### config.mk
export PLATFORM = sky130hd
export DESIGN_NAME = uart_rx_fifo_flat
export DESIGN_NICKNAME = d
export VERILOG_FILES = /design/src/rtl/uart_pkg.sv /design/src/rtl/uart_rx_fifo_if.sv /design/src/rtl/uart_byte_fifo.sv /design/src/rtl/uart_rx_fifo.sv /design/src/flat_wrapper.sv
export SDC_FILE = /design/constraint.sdc
export NUM_CORES = 1
export LEC_CHECK = 0
export CAP_MARGIN = 20
export CORE_MARGIN = 2
export CORE_UTILIZATION = 30
export CTS_BUF_LIST = sky130_fd_sc_hd__clkbuf_4 sky130_fd_sc_hd__clkbuf_8
export DETAILED_ROUTE_END_ITERATION = 10
export GPL_TIMING_DRIVEN = 1
export PLACE_DENSITY = 0.46
export SYNTH_ARGS = -nofsm -noshare
export SYNTH_HDL_FRONTEND = slang
export SYNTH_HIERARCHICAL = 1
export SYNTH_SLANG_ARGS = --single-unit
### constraint.sdc
create_clock -name i_Clock -period 3.2 [get_ports i_Clock]
set_clock_uncertainty 0.1 [all_clocks]
set_input_delay 0.64 -clock i_Clock [delete_from_list [all_inputs] [get_ports i_Clock]]
set_output_delay 0.64 -clock i_Clock [all_outputs]
set_load 0.02 [all_outputs]
### src/rtl/uart_pkg.sv
// uart_pkg: shared types and helpers for the UART receive path.
package uart_pkg;

    localparam int UART_DATA_BITS = 8;

    // Receiver FSM states. The PARITY encoding stays reserved even when the
    // parity stage is not built, so state values match across builds.
    typedef enum logic [2:0] {
        IDLE      = 3'd0,
        START     = 3'd1,
        DATA      = 3'd2,
        PARITY    = 3'd3,
        STOP      = 3'd4,
        WAIT_HIGH = 3'd5
    } rx_state_t;

    // Width needed to hold an occupancy count of 0..depth inclusive.
    function automatic int fifo_count_width(input int depth);
        return $clog2(depth + 1);
    endfunction

endpackage

### src/rtl/uart_rx_fifo_if.sv
// uart_rx_fifo_if: consumer-side read port and status pulses of the UART
// receiver. master = receiver, slave = consumer.
interface uart_rx_fifo_if
    import uart_pkg::*;
#(
    parameter int FIFO_DEPTH = 4
);
    logic                                    i_Rd_En;
    logic                                    o_Rd_Valid;
    logic [UART_DATA_BITS-1:0]               o_Rd_Byte;
    logic [fifo_count_width(FIFO_DEPTH)-1:0] o_Fifo_Count;
    logic                                    o_Framing_Err;
    logic                                    o_Overflow;
    logic                                    o_Parity_Err;

    modport master (
        input  i_Rd_En,
        output o_Rd_Valid, o_Rd_Byte, o_Fifo_Count,
        output o_Framing_Err, o_Overflow, o_Parity_Err
    );

    modport slave (
        output i_Rd_En,
        input  o_Rd_Valid, o_Rd_Byte, o_Fifo_Count,
        input  o_Framing_Err, o_Overflow, o_Parity_Err
    );
endinterface

### src/rtl/uart_byte_fifo.sv
// uart_byte_fifo: synchronous byte FIFO with first-word-fall-through output.
// Simultaneous push and pop are both honoured, also when full; a pop while
// empty is ignored. DEPTH must be a power of two so pointers wrap naturally.
module uart_byte_fifo
    import uart_pkg::*;
#(
    parameter int DEPTH = 4
) (
    input  logic                               i_Clock,
    input  logic                               i_Rst_L,
    input  logic                               i_Push,
    input  logic [UART_DATA_BITS-1:0]          i_Data,
    input  logic                               i_Pop,
    output logic [UART_DATA_BITS-1:0]          o_Data,
    output logic                               o_Empty,
    output logic                               o_Full,
    output logic [fifo_count_width(DEPTH)-1:0] o_Count
);
    localparam int AW = (DEPTH > 1) ? $clog2(DEPTH) : 1;
    localparam int CW = fifo_count_width(DEPTH);

    logic [UART_DATA_BITS-1:0] r_Mem [DEPTH];
    logic [AW-1:0]             r_Wr_Ptr;
    logic [AW-1:0]             r_Rd_Ptr;
    logic [CW-1:0]             r_Count;
    logic                      w_Do_Push;
    logic                      w_Do_Pop;

    assign o_Empty   = (r_Count == '0);
    assign o_Full    = (r_Count == CW'(DEPTH));
    assign o_Count   = r_Count;
    assign w_Do_Pop  = i_Pop & ~o_Empty;
    // A full FIFO still accepts a push when the same cycle frees an entry.
    assign w_Do_Push = i_Push & (~o_Full | w_Do_Pop);
    // Head byte shown directly; forced to zero while empty so the output is
    // defined after reset even though the storage array is not.
    assign o_Data    = o_Empty ? '0 : r_Mem[r_Rd_Ptr];

    // Storage write.
    // NOTE: the data array has no reset; pointers and count alone define
    // which entries are meaningful, and an unreset array maps to plain RAM.
    always_ff @(posedge i_Clock) begin
        if (w_Do_Push) begin
            r_Mem[r_Wr_Ptr] <= i_Data;
        end
    end

    // Pointer and occupancy bookkeeping.
    // NOTE: clocked state is always assigned with <= so every register sees
    // the pre-edge values of the others, independent of statement order.
    always_ff @(posedge i_Clock or negedge i_Rst_L) begin
        if (!i_Rst_L) begin
            r_Wr_Ptr <= '0;
            r_Rd_Ptr <= '0;
            r_Count  <= '0;
        end else begin
            if (w_Do_Push) r_Wr_Ptr <= r_Wr_Ptr + AW'(1);
            if (w_Do_Pop)  r_Rd_Ptr <= r_Rd_Ptr + AW'(1);
            case ({w_Do_Push, w_Do_Pop})
                2'b10:   r_Count <= r_Count + CW'(1);
                2'b01:   r_Count <= r_Count - CW'(1);
                default: r_Count <= r_Count;
            endcase
        end
    end

endmodule

### src/rtl/uart_rx_fifo.sv
// uart_rx_fifo: 8N1 UART receiver (LSB first) feeding a byte FIFO.
// Optional build macro UART_RX_PARITY_EN adds an even-parity bit after data
// bit 7 (11-bit frame); a parity mismatch drops the byte and pulses
// o_Parity_Err. Without the macro, o_Parity_Err is tied low.
module uart_rx_fifo
    import uart_pkg::*;
#(
    parameter int CLKS_PER_BIT = 217,
    parameter int FIFO_DEPTH   = 4
) (
    input  logic           i_Clock,
    input  logic           i_Rst_L,
    input  logic           i_RX_Serial,
    uart_rx_fifo_if.master rd_if
);
    localparam int CNT_W = $clog2(CLKS_PER_BIT);
    localparam int IDX_W = $clog2(UART_DATA_BITS);
    localparam logic [CNT_W-1:0] CNT_HALF = CNT_W'(CLKS_PER_BIT / 2);
    localparam logic [CNT_W-1:0] CNT_LAST = CNT_W'(CLKS_PER_BIT - 1);
    localparam logic [IDX_W-1:0] IDX_LAST = IDX_W'(UART_DATA_BITS - 1);

    logic                      r_Rx_Meta;
    logic                      r_Rx_Sync;
    rx_state_t                 r_State,   w_State_Next;
    logic [CNT_W-1:0]          r_Clk_Cnt, w_Clk_Cnt_Next;
    logic [IDX_W-1:0]          r_Bit_Idx, w_Bit_Idx_Next;
    logic [UART_DATA_BITS-1:0] r_Shift,   w_Shift_Next;
    logic                      r_Push_Req, w_Push_Next;
    logic                      r_Framing_Err, w_Framing_Next;
    logic                      w_Full;
    logic                      w_Empty;
`ifdef UART_RX_PARITY_EN
    logic                      r_Par_Bit, w_Par_Bit_Next;
    logic                      r_Parity_Err, w_Parity_Next;
`endif

    // Two-flop synchroniser; idles high so reset never looks like a start bit.
    always_ff @(posedge i_Clock or negedge i_Rst_L) begin
        if (!i_Rst_L) begin
            r_Rx_Meta <= 1'b1;
            r_Rx_Sync <= 1'b1;
        end else begin
            r_Rx_Meta <= i_RX_Serial;
            r_Rx_Sync <= r_Rx_Meta;
        end
    end

    // Receiver state register and per-frame datapath registers.
    always_ff @(posedge i_Clock or negedge i_Rst_L) begin
        if (!i_Rst_L) begin
            r_State       <= IDLE;
            r_Clk_Cnt     <= '0;
            r_Bit_Idx     <= '0;
            r_Shift       <= '0;
            r_Push_Req    <= 1'b0;
            r_Framing_Err <= 1'b0;
`ifdef UART_RX_PARITY_EN
            r_Par_Bit     <= 1'b0;
            r_Parity_Err  <= 1'b0;
`endif
        end else begin
            r_State       <= w_State_Next;
            r_Clk_Cnt     <= w_Clk_Cnt_Next;
            r_Bit_Idx     <= w_Bit_Idx_Next;
            r_Shift       <= w_Shift_Next;
            r_Push_Req    <= w_Push_Next;
            r_Framing_Err <= w_Framing_Next;
`ifdef UART_RX_PARITY_EN
            r_Par_Bit     <= w_Par_Bit_Next;
            r_Parity_Err  <= w_Parity_Next;
`endif
        end
    end

    // Next-state and sampling decisions: mid-bit sampling of start, data,
    // optional parity and stop bit.
    // NOTE: every signal written here gets a default first, so no path can
    // leave one unassigned and infer a latch.
    always_comb begin
        w_State_Next   = r_State;
        w_Clk_Cnt_Next = r_Clk_Cnt;
        w_Bit_Idx_Next = r_Bit_Idx;
        w_Shift_Next   = r_Shift;
        w_Push_Next    = 1'b0;
        w_Framing_Next = 1'b0;
`ifdef UART_RX_PARITY_EN
        w_Par_Bit_Next = r_Par_Bit;
        w_Parity_Next  = 1'b0;
`endif
        case (r_State)
            IDLE: begin
                w_Clk_Cnt_Next = '0;
                w_Bit_Idx_Next = '0;
                if (!r_Rx_Sync) w_State_Next = START;
            end
            START: begin
                if (r_Clk_Cnt == CNT_HALF) begin
                    w_Clk_Cnt_Next = '0;
                    // Line back high by mid start bit: a glitch, not a frame.
                    w_State_Next   = r_Rx_Sync ? IDLE : DATA;
                end else begin
                    w_Clk_Cnt_Next = r_Clk_Cnt + CNT_W'(1);
                end
            end
            DATA: begin
                if (r_Clk_Cnt == CNT_LAST) begin
                    w_Clk_Cnt_Next          = '0;
                    w_Shift_Next[r_Bit_Idx] = r_Rx_Sync;
                    if (r_Bit_Idx == IDX_LAST) begin
                        w_Bit_Idx_Next = '0;
`ifdef UART_RX_PARITY_EN
                        w_State_Next   = PARITY;
`else
                        w_State_Next   = STOP;
`endif
                    end else begin
                        w_Bit_Idx_Next = r_Bit_Idx + IDX_W'(1);
                    end
                end else begin
                    w_Clk_Cnt_Next = r_Clk_Cnt + CNT_W'(1);
                end
            end
`ifdef UART_RX_PARITY_EN
            PARITY: begin
                if (r_Clk_Cnt == CNT_LAST) begin
                    w_Clk_Cnt_Next = '0;
                    w_Par_Bit_Next = r_Rx_Sync;
                    w_State_Next   = STOP;
                end else begin
                    w_Clk_Cnt_Next = r_Clk_Cnt + CNT_W'(1);
                end
            end
`endif
            STOP: begin
                if (r_Clk_Cnt == CNT_LAST) begin
                    w_Clk_Cnt_Next = '0;
                    if (r_Rx_Sync) begin
                        w_State_Next = IDLE;
`ifdef UART_RX_PARITY_EN
                        if (r_Par_Bit == ^r_Shift) w_Push_Next   = 1'b1;
                        else                       w_Parity_Next = 1'b1;
`else
                        w_Push_Next  = 1'b1;
`endif
                    end else begin
                        // Framing error outranks parity and overflow.
                        w_Framing_Next = 1'b1;
                        w_State_Next   = WAIT_HIGH;
                    end
                end else begin
                    w_Clk_Cnt_Next = r_Clk_Cnt + CNT_W'(1);
                end
            end
            WAIT_HIGH: begin
                // A held-low (break) line must not re-trigger start detection.
                if (r_Rx_Sync) w_State_Next = IDLE;
            end
            default: begin
                w_State_Next = IDLE;
            end
        endcase
    end

    uart_byte_fifo #(
        .DEPTH (FIFO_DEPTH)
    ) u_fifo (
        .i_Clock (i_Clock),
        .i_Rst_L (i_Rst_L),
        .i_Push  (r_Push_Req),
        .i_Data  (r_Shift),
        .i_Pop   (rd_if.i_Rd_En),
        .o_Data  (rd_if.o_Rd_Byte),
        .o_Empty (w_Empty),
        .o_Full  (w_Full),
        .o_Count (rd_if.o_Fifo_Count)
    );

    assign rd_if.o_Rd_Valid    = ~w_Empty;
    assign rd_if.o_Framing_Err = r_Framing_Err;
    // Overflow is decided in the push cycle itself, since a pop in that same
    // cycle makes room for the byte.
    assign rd_if.o_Overflow    = r_Push_Req & w_Full & ~rd_if.i_Rd_En;
`ifdef UART_RX_PARITY_EN
    assign rd_if.o_Parity_Err  = r_Parity_Err;
`else
    assign rd_if.o_Parity_Err  = 1'b0;
`endif

endmodule

### src/flat_wrapper.sv
// flat-port wrapper written by rule: the top's interface ports become plain ports
module uart_rx_fifo_flat import uart_pkg::*;
#(
    parameter int CLKS_PER_BIT = 217,
    parameter int FIFO_DEPTH   = 4
)
  (i_Clock, i_Rst_L, i_RX_Serial, rd_if_i_Rd_En, rd_if_o_Rd_Valid, rd_if_o_Rd_Byte, rd_if_o_Fifo_Count, rd_if_o_Framing_Err, rd_if_o_Overflow, rd_if_o_Parity_Err);
  uart_rx_fifo_if #(.FIFO_DEPTH(FIFO_DEPTH)) rd_if_i ();
  input  logic i_Clock;
  input  logic i_Rst_L;
  input  logic i_RX_Serial;
  input wire logic [$bits(rd_if_i.i_Rd_En)-1:0] rd_if_i_Rd_En;
  output wire logic [$bits(rd_if_i.o_Rd_Valid)-1:0] rd_if_o_Rd_Valid;
  output wire logic [$bits(rd_if_i.o_Rd_Byte)-1:0] rd_if_o_Rd_Byte;
  output wire logic [$bits(rd_if_i.o_Fifo_Count)-1:0] rd_if_o_Fifo_Count;
  output wire logic [$bits(rd_if_i.o_Framing_Err)-1:0] rd_if_o_Framing_Err;
  output wire logic [$bits(rd_if_i.o_Overflow)-1:0] rd_if_o_Overflow;
  output wire logic [$bits(rd_if_i.o_Parity_Err)-1:0] rd_if_o_Parity_Err;
  assign rd_if_i.i_Rd_En = rd_if_i_Rd_En;
  assign rd_if_o_Rd_Valid = rd_if_i.o_Rd_Valid;
  assign rd_if_o_Rd_Byte = rd_if_i.o_Rd_Byte;
  assign rd_if_o_Fifo_Count = rd_if_i.o_Fifo_Count;
  assign rd_if_o_Framing_Err = rd_if_i.o_Framing_Err;
  assign rd_if_o_Overflow = rd_if_i.o_Overflow;
  assign rd_if_o_Parity_Err = rd_if_i.o_Parity_Err;
  uart_rx_fifo #(.CLKS_PER_BIT(CLKS_PER_BIT), .FIFO_DEPTH(FIFO_DEPTH)) u_core (.i_Clock(i_Clock), .i_Rst_L(i_Rst_L), .i_RX_Serial(i_RX_Serial), .rd_if(rd_if_i));
endmodule
* Word-level counts from Yosys, hierarchy flattened *
Memory sizes are Yosys's and may differ from the RTL's.
Cells that the tools add are included.

operators by class
  $lt $le $gt $ge = 2
  eq/ne operators = 16
  muxes and demuxes = 28
  add/subtract/negate cells = 6
  reductions and logical operators = 10
  bitwise gates (word level) = 8

operators with widths
  operator                                                           count
  two-way mux 3 bit                                                  9
  two-way mux 8 bit                                                  3
  one-hot mux 8 bit (3 select lines)                                 1
  one-hot mux 3 bit (5 select lines)                                 1
  == test 3 bit, second input constant                               4
  one-hot mux 3 bit (2 select lines)                                 2
  != test 2 x 1 -> 1 bit, second input constant                      5
  two-way mux 1 bit                                                  9
  adder 8 x 1 -> 8 bit, second input constant                        1
  bitwise mux 8 bit                                                  1
  == test 8 x 7 -> 1 bit, second input constant                      1
  == test 8 bit, second input constant                               1
  adder 3 x 1 -> 3 bit, second input constant                        2
  logical NOT 3 bit                                                  2
  AND reduction 6 bit                                                1
  adder 2 x 1 -> 2 bit, second input constant                        2
  bitwise AND 1 bit                                                  4
  < comparator 3 x 4 -> 1 bit, second input constant                 1
  AND reduction 2 bit                                                2
  nonzero test 2 bit                                                 2
  demux 1 bit (select 3 bit)                                         1
  == test 3 x 1 -> 1 bit, second input constant                      1
  == test 3 x 2 -> 1 bit, second input constant                      1
  greater-or-equal comparator 3 x 1 -> 1 bit, second input constant  1
  10 further kinds                                                   12

word-level totals
  memories kept = 1
  flip-flop bits (word level) = 33
  bits in writable memories = 32
  word-level logic and storage cells = 82

memory list
  memory               depth  width  rd ports  clocked after Yosys merged registers in  wr ports  RTL line              RTL
  u_core.u_fifo.r_Mem  4      8      1         0                                        1         uart_byte_fifo.sv:22  logic [UART_DATA_BITS-1:0] r_Mem [DEPTH];

* Logic depth before layout (Yosys ltp) *
Gate-level depths: netlist of the first run.

  word-level depth = 7
  gate-level depth with buffers = 9

* Cells and area by module *
The synthesis of the first run kept the hierarchy.

by module, submodules not included
  module          seq. area each (µm²)  instances  cells an instance  area an instance (µm²)
  uart_byte_fifo  1136.1                1          90                 1645.3
  uart_rx_fifo    653.1                 1          136                1397.6

* Worst setup path before layout of the first run *
Ideal clock, no wire load.

  path type = reg-to-reg
  from = reg u_core.u_fifo.r_Count[0], in the netlist u_core/u_fifo/o_Count[0]
  to = reg u_core.u_fifo.r_Count[2], in the netlist u_core/u_fifo/o_Count[2]
  path buffers = 0
  setup slack = 0.893 ns
  period minus slack after synthesis = 2.307 ns
  arrival time = 2.128 ns
  stages on the path, launching flop included = 10
  required time = 3.020 ns
  path through = dfrtp_1 > or3b_1 > o21a_4 > inv_1 > ha_1 > inv_1 > fa_1 > xor2_1 > nor2_1 > xor2_1

between the ends
  cells in the longest elaborated chain, start to end = 7
  elaborated cells between the ends (all ways) = 13

ends and longest elaborated chain
  what                                                                             RTL line              RTL
  start, declared                                                                  uart_byte_fifo.sv:25  logic [CW-1:0] r_Count;
  start signal, assigned                                                           uart_byte_fifo.sv:60  2'b10: r_Count <= r_Count + CW'(1);
  start signal, assigned                                                           uart_byte_fifo.sv:61  2'b01: r_Count <= r_Count - CW'(1);
  start signal, assigned                                                           uart_byte_fifo.sv:62  default: r_Count <= r_Count;
  logical NOT 3 bit                                                                uart_byte_fifo.sv:29  assign o_Empty = (r_Count == '0);
  inverter 1 bit                                                                   uart_byte_fifo.sv:32  assign w_Do_Pop = i_Pop & ~o_Empty;
  bitwise AND 1 bit                                                                uart_byte_fifo.sv:32
  bitwise OR 1 bit                                                                 uart_byte_fifo.sv:34  assign w_Do_Push = i_Push & (~o_Full | w_Do_Pop);
  bitwise AND 1 bit                                                                uart_byte_fifo.sv:34
  == test 2 x 1 -> 1 bit / == test 2 bit (equally long branches)                   uart_byte_fifo.sv:59  case ({w_Do_Push, w_Do_Pop})
  one-hot mux 3 bit (2 select lines) / nonzero test 2 bit (equally long branches)  -

Parallel ways exist; a longest one is shown, timed or not.
A chain may end at the register's enable or synchronous reset.

* Worst setup path after layout of the first run *
  from = reg u_core.u_fifo.r_Count[0], in the netlist u_core/u_fifo/o_Count[0]
  to = out rd_if_o_Rd_Byte[6]

between the ends
  cells in the longest elaborated chain, start to end = 2

ends and longest elaborated chain
  what               RTL line              RTL
  logical NOT 3 bit  uart_byte_fifo.sv:29
  two-way mux 8 bit  uart_byte_fifo.sv:37  assign o_Data = o_Empty ? '0 : r_Mem[r_Rd_Ptr];
  end, declared      flat_wrapper.sv:14    output wire logic [$bits(rd_if_i.o_Rd_Byte)-1:0] rd_if_o_Rd_Byte;

No other way between the ends.

==> results.json, run 1 <==
{
  "postSynthNetCount": 240,
  "grt_antenna_before_repair": 0,
  "peakVddDrop_v": 0.000231,
  "endpoint_kind": "output port",
  "synth.cells.most_frequent": "32 x edfxtp_1, 31 x dfrtp_1, 18 x nand2_1",
  "post_synth_num_cell_types": 52,
  "insertion_delay_to_the_later_sink_of_the_worst_skew_pair_ns": 0.34,
  "place_worst_setup_slack_ns": 0.541,
  "clockRootBuffer": "clkbuf_8",
  "cts_made_buffers": 9,
  "wire_per_inst_um": 13.9,
  "dieWidth_um": 105,
  "route.detailed.drc": 0,
  "power_density_nw_per_um2": 596,
  "finalSetupTns_ns": 0,
  "synthesis.instances": 226,
  "num-fill-cells": 991,
  "synth_flop_cell": "edfxtp_1",
  "grt_pass1_vias": 1815,
  "first_pass_iters": 2,
  "finalWirelength_um": 5360,
  "clockBufferDepth": 2,
  "ys_async_sr_fraction": 0.508,
  "outcome": "finished clean",
  "path_max_fanout": 11,
  "multi_input_comb_area_um2": 1150,
  "cts.htree.levels": 3,
  "final.min_clock_period_ns": 2.84,
  "antenna-diode-count": 0,
  "globalRouteOverflowTotal": 0,
  "routabilityCongestion": 0.723,
  "initial_core_util": 0.310,
  "maxSlewHeadroom": 0.477,
  "layout-drive-gt1-share": 0.187,
  "yosysTopAreaCellShare": 0.316,
  "synth_edf_count": 32,
  "layout_area_overhead_pct": 17.8,
  "dieArea_um2": 11000,
  "design_power_total_mw": 2.13,
  "syn_area_um2": 3040,
  "detail_route.iter0.violations": 56,
  "synth_warnings": 6,
  "path_class": "reg -> out",
  "post_synth_main_area_contributors": "edfxtp_1 32%, dfrtp_1 25%, mux4_2 5.9%, ha_1 3.7%, mux2_2 3.0%",
  "hold_buffers": 0,
  "setup_violations": 0,
  "finalHoldViolCount": 0,
  "cp_slowest_cell": "or3_2",
  "worst_r2r_endpoint": "u_core/u_fifo/o_Count[2]",
  "floorplan.rows": 36,
  "final_hpwl_from_detailed_placement_um": 3660,
  "syn_area_per_cell_um2": 13.5,
  "worst-r2r-cell-count": 9,
  "floorplan.core_area_um2": 9820,
  "clock_tree_from_tritoncts": "done",
  "synth.largest_area_cell": "edfxtp_1",
  "final-seq-area_um2": 1790,
  "finalCritPeriodShare": 0.889,
  "register_bit_total_from_synthesis": 65,
  "worstReg2RegStart": "u_core/u_fifo/o_Count[0]",
  "postCtsSetupRepairBufs": 0,
  "clk_pin_slew_ns": 0.08,
  "post-synth-top-count-cell": "edfxtp_1",
  "crit_required_ns": 2.46,
  "drv.max_cap_violation_count": 0,
  "ys_seq_area_frac": 0.588,
  "crit_start": "u_core/u_fifo/o_Count[0]",
  "tritoncts_num_sinks": 65,
  "final.setup.worst_slack_ns": 0.355,
  "timing_max_transition_violations_final": 0,
  "drt.antenna.violating_nets": 0,
  "setup.worst_path.end": "rd_if_o_Rd_Byte[6]",
  "grt.total_usage": 0.108,
  "critPathMaxStageDelay_ns": 0.62,
  "max_clock_freq_mhz": 352,
  "unrepaired_setup_endpoints_after_global_routing": "no",
  "boundaryPins": 19,
  "cts_resized": 0,
  "number_of_nets_at_the_end_of_the_flow": 260,
  "max_slew.worst_pin.slew_ns": 0.784,
  "vias": 1756,
  "worstPathArrival_ns": 2.10,
  "total_leakage_power_nw": 1.48,
  "timing.critical_path.from_type": "flip-flop",
  "crit_chain": "or3_2 > and2_1 > clkdlybuf4s50_1",
  "via_per_inst": 4.57,
  "grt_pass1_wl_um": 9140,
  "place.port_buffers": 17,
  "min-delay-path-class": "reg -> reg",
  "timing.reg2reg.setup_slack_ns": 0.85,
  "die_height_um": 105,
  "grt_start_max_net_pins": 34
}
cell families after synthesis:
kind of cell | after synthesis | share of synthesized area
buffers and inverters | 23 | 0.0341
other | 1 | 0.00123
adder cells (fa/ha/maj) | 11 | 0.0469
XOR/XNOR | 9 | 0.0259
AND/OR/NAND/NOR | 75 | 0.151
multiplexers | 18 | 0.0970
AO/OA/AOI/OAI | 24 | 0.0559
flip-flops | 65 | 0.588
per-layer routing:
layer | vias to the layer above | global-route usage | part of all wire
li1 | 859 | - | -
met1 | 870 | 0.129 | 0.45
met2 | 19 | 0.184 | 0.51
met3 | 8 | 0.0225 | 0.026
met4 | 0 | 0.0543 | 0.019
met5 | - | 0 | 0
state kept, by name, indices dropped and copies added, names as in the netlist, 2 cells and up:
signal / cells
u_core/r_Shift: 8
u_core/r_Bit_Idx: 3
u_core/r_Clk_Cnt: 8
u_core/u_fifo/o_Count: 3
u_core/r_State: 3
u_core/u_fifo/r_Rd_Ptr: 2
u_core/u_fifo/r_Mem: 32
u_core/u_fifo/r_Wr_Ptr: 2
worst min path at each step:
stage | from | endpoint | cells after the start
after floorplan | i_Rst_L | u_core/r_Bit_Idx[0] | 0
after global placement | u_core/r_Rx_Meta | u_core/r_Rx_Sync | 0
after detailed placement | u_core/r_Rx_Meta | u_core/r_Rx_Sync | 0
after CTS | u_core/r_Rx_Meta | u_core/r_Rx_Sync | 0
after global routing | u_core/r_Rx_Meta | u_core/r_Rx_Sync | 0
final | u_core/r_Rx_Meta | u_core/r_Rx_Sync | 0
cells in the final DEF, fill, tap and decap left out, types with 3 or more instances in the layout:
cell	instances
nand3_1	6
dfrtp_1	31
nor3_1	4
clkbuf_8	9
nor2b_1	3
mux4_2	8
nand4b_1	4
bufinv_16	3
a21oi_1	4
nand2_1	18
mux2_2	8
and2_1	10
nor2_1	7
o21ai_0	5
clkdlybuf4s50_1	16
and2_2	4
inv_1	13
edfxtp_1	32
xnor2_1	5
xor2_1	4
ha_1	9
nand3b_1	3
o22ai_1	4
worst max-delay path: cells and delay by family (launching register included):
kind	cells	cell delay, ns
AND/OR/NAND/NOR	2	0.81
buffers and inverters	1	0.53
flip-flops	1	0.43
area by class of cell:
cell class                      count  share of cell area
Timing Repair Buffer               19              0.0503
Tap cell                          133              0.0464
Sequential cell                    65               0.499
Clock inverter                      7              0.0349
Inverter                           13              0.0136
Multi-Input combinational cell    138               0.321
Clock buffer                        9              0.0346
report_power, final:
group | leakage (nW) | switching [mW] | internal (mW) | total (mW)
clock | 0.124 | 0.341 | 0.526 | 0.867
combinational | 0.557 | 0.152 | 0.153 | 0.305
sequential | 0.795 | 0.0556 | 0.907 | 0.962
metrics by stage:
step,utilization,area (µm²),instances,hold WS (ns)
global placement,0.340,3330,368,0.247
finish,0.365,3580,384,0.256
detailed placement,0.340,3330,368,0.252
CTS,0.365,3580,384,0.257
global route,0.365,3580,384,0.255
floorplan,-,3040,226,0.244
No activity file was read; power rests on OpenSTA's default activity.
==> inputs of run 2 (changes only) <==
--- a/config.mk
+++ b/config.mk
@@ -8,9 +8,10 @@
 export CAP_MARGIN = 20
 export CORE_MARGIN = 2
-export CORE_UTILIZATION = 30
+export CORE_UTILIZATION = 35
 export CTS_BUF_LIST = sky130_fd_sc_hd__clkbuf_4 sky130_fd_sc_hd__clkbuf_8
 export DETAILED_ROUTE_END_ITERATION = 10
 export GPL_TIMING_DRIVEN = 1
-export PLACE_DENSITY = 0.46
+export PLACE_DENSITY = 0.52
+export SKIP_CTS_REPAIR_TIMING = 1
 export SYNTH_ARGS = -nofsm -noshare
 export SYNTH_HDL_FRONTEND = slang
==> constraint.sdc (replaced) <==
create_clock -name i_Clock -period 3.2 [get_ports i_Clock]
set_clock_uncertainty 0.1 [all_clocks]
set_input_delay 0.32 -clock i_Clock [delete_from_list [all_inputs] [get_ports i_Clock]]
set_output_delay 0.32 -clock i_Clock [all_outputs]
set_load 0.02 [all_outputs]
==> results.json, run 2 (synthesis results as in run 1) <==
{
  "path_class": "reg -> out",
  "finalCritPeriodShare": 0.862,
  "grt_start_max_net_pins": 34,
  "globalRouteOverflowTotal": 0,
  "leading_cell_types_in_the_layout_fill_and_taps_excluded": "32 x edfxtp_1, 31 x dfrtp_1, 18 x nand2_1",
  "total_leakage_power_nw": 1.45,
  "reg.largest.list": "u_core/u_fifo/r_Mem: 32 flops, u_core/r_Clk_Cnt: 8 flops, u_core/r_Shift: 8 flops",
  "drt.antenna.violating_nets": 0,
  "route.met2.wl_um": 2570,
  "timing_max_transition_violations_final": 0,
  "insertion_delay_to_the_later_sink_of_the_worst_skew_pair_ns": 0.34,
  "outcome": "finished clean",
  "clk_pin_slew_ns": 0.08,
  "place_worst_setup_slack_ns": 0.768,
  "grt_antenna_before_repair": 0,
  "cts.htree.levels": 3,
  "layout-drive-gt1-share": 0.180,
  "grt_pass1_vias": 1754,
  "initial_core_util": 0.354,
  "drv.max_cap_violation_count": 0,
  "clockBufferDepth": 2,
  "comb_power_share": 0.130,
  "final.setup.worst_slack_ns": 0.443,
  "max_slew.worst_pin.slew_ns": 0.759,
  "max_clock_freq_mhz": 363,
  "first_pass_iters": 4,
  "registers.top_by_ff_count": "u_core/u_fifo/r_Mem",
  "die_height_um": 97.2,
  "finalSetupTns_ns": 0,
  "final.min_clock_period_ns": 2.76,
  "antenna-diode-count": 0,
  "worst-path-stages": 3,
  "cell_depth_of_the_worst_min_delay_path": 0,
  "layout_area_overhead_pct": 15.1,
  "worst-r2r-cell-count": 9,
  "finalWirelength_um": 5150,
  "crit_chain": "mux4_2 > and2_1 > clkdlybuf4s50_1",
  "routed.top_layer": "met4",
  "layout.cells.most_common": "edfxtp_1",
  "tritoncts_num_sinks": 65,
  "share_clk_of_total_power": 0.362,
  "cp_slowest_cell": "dfrtp_1",
  "place.port_buffers": 17,
  "grt.total_usage": 0.123,
  "vias": 1723,
  "setup_violations": 0,
  "number_of_nets_at_the_end_of_the_flow": 259,
  "crit_required_ns": 2.78,
  "pwr-share-seq": 0.508,
  "wire_per_inst_um": 14.4,
  "maxSlewHeadroom": 0.491,
  "dieArea_um2": 9460,
  "detailroute.wirelength.met3_um": 153,
  "detail_route.iter0.violations": 89,
  "floorplan.rows": 34,
  "worstPathArrival_ns": 2.34,
  "floorplan.core_area_um2": 8590,
  "power.internal_mw": 1.41,
  "timing.critical_path.from_type": "flip-flop",
  "unrepaired_setup_endpoints_after_global_routing": "no",
  "crit_path_leading_delay_family": "flip-flops",
  "cts_made_buffers": 9,
  "via_per_inst": 4.81,
  "critPathMaxStageDelay_ns": 0.73,
  "dieWidth_um": 97.2,
  "met1Wirelength_um": 2370,
  "power_density_nw_per_um2": 558,
  "peakVddDrop_v": 0.000266,
  "boundaryPins": 19,
  "largest_register_ff_count": 32,
  "endpoint_kind": "output port",
  "routabilityCongestion": 0.728,
  "clockRootBuffer": "clkbuf_8",
  "path_max_fanout": 10,
  "route.detailed.drc": 0,
  "cp.buffers_inverters": 1,
  "power.share.switching": 0.278,
  "grt_pass1_wl_um": 9050,
  "min-delay-path-class": "reg -> reg",
  "power.net_switching_mw": 0.543,
  "finalHoldViolCount": 0,
  "final_hpwl_from_detailed_placement_um": 3490,
  "clock_tree_from_tritoncts": "done"
}
## run 2: changes by cell type in the layout (fill, tap and decap cells not counted), sizes merged
| cell | previous run | this run |
|---|---|---|
| bufinv | 3 | 1 |
| clkinv | 2 | 3 |
| clkdlybuf4s50 | 16 | 17 |
| buf | 3 | 1 |
| clkinvlp | 0 | 1 |
## run 2: power groups by stage
stage | Clock (mW) | Combinational, mW | Sequential (mW)
finish | 0.707 | 0.253 | 0.993
CTS | 0.737 | 0.260 | 0.997
global route | 0.771 | 0.279 | 1.00
detailed placement | 0 | 0.258 | 1.02
floorplan | 0 | 0.201 | 0.970
global placement | 0 | 0.255 | 1.01
## run 2: path summary, 6_finish.rpt
kind,start,endpoint,slack (ns)
worst max-delay path,u_core/u_fifo/r_Rd_Ptr[0],rd_if_o_Rd_Byte[7],0.44
worst max register to register,u_core/u_fifo/o_Count[0],u_core/u_fifo/o_Count[2],0.84
worst min-delay path,u_core/r_Rx_Meta,u_core/r_Rx_Sync,0.26
min in group asynchronous,i_Rst_L,u_core/r_Clk_Cnt[0],0.28
worst min register to register,u_core/r_Rx_Meta,u_core/r_Rx_Sync,0.26
max in group asynchronous,i_Rst_L,u_core/r_Rx_Sync,2.38
## run 2: worst reg2reg max path, delay by kind of cell (launching register included)
family                   cells  cell delay, ns
AO/OA/AOI/OAI                1            0.24
XOR/XNOR                     2            0.30
adder cells (fa/ha/maj)      2            0.54
buffers and inverters        2            0.12
flip-flops                   1            0.43
AND/OR/NAND/NOR              2            0.56
## run 2: layout make-up
| type | count | area (µm²) |
|---|---|---|
| Tap cell | 108 | 135 |
| Clock buffer | 9 | 124 |
| Inverter | 13 | 48.8 |
| Multi-Input combinational cell | 138 | 1150 |
| Timing Repair Buffer | 18 | 178 |
| Sequential cell | 65 | 1790 |
| Fill cell | 812 | 5090 |
| Clock inverter | 7 | 77.6 |
## run 2: metrics by stage
stage / instance area, µm² / hold WS [ns] / std cells / total power [mW] / util
5_1_grt: 3500 / 0.263 / 358 / 2.05 / 0.408
3_5_place_dp: 3300 / 0.250 / 342 / 1.27 / 0.384
2_1_floorplan: 3040 / -0.0756 / 226 / 1.17 / -
4_1_cts: 3500 / 0.262 / 358 / 1.99 / 0.408
3_3_place_gp: 3300 / 0.246 / 342 / 1.27 / 0.384
6_report: 3500 / 0.260 / 358 / 1.95 / 0.408
## run 2: metal layers
metal | global-route usage | up-vias
met3 | 0.0367 | 6
met2 | 0.200 | 22
met1 | 0.154 | 840
li1 | - | 855
met5 | 0 | -
met4 | 0.0513 | 0
==> inputs of run 3 (changes only) <==
TNS_END_PERCENT = 30   (was default)
==> results of run 3 <==
Final layout, timing and power as in run 2 (identical DEF).
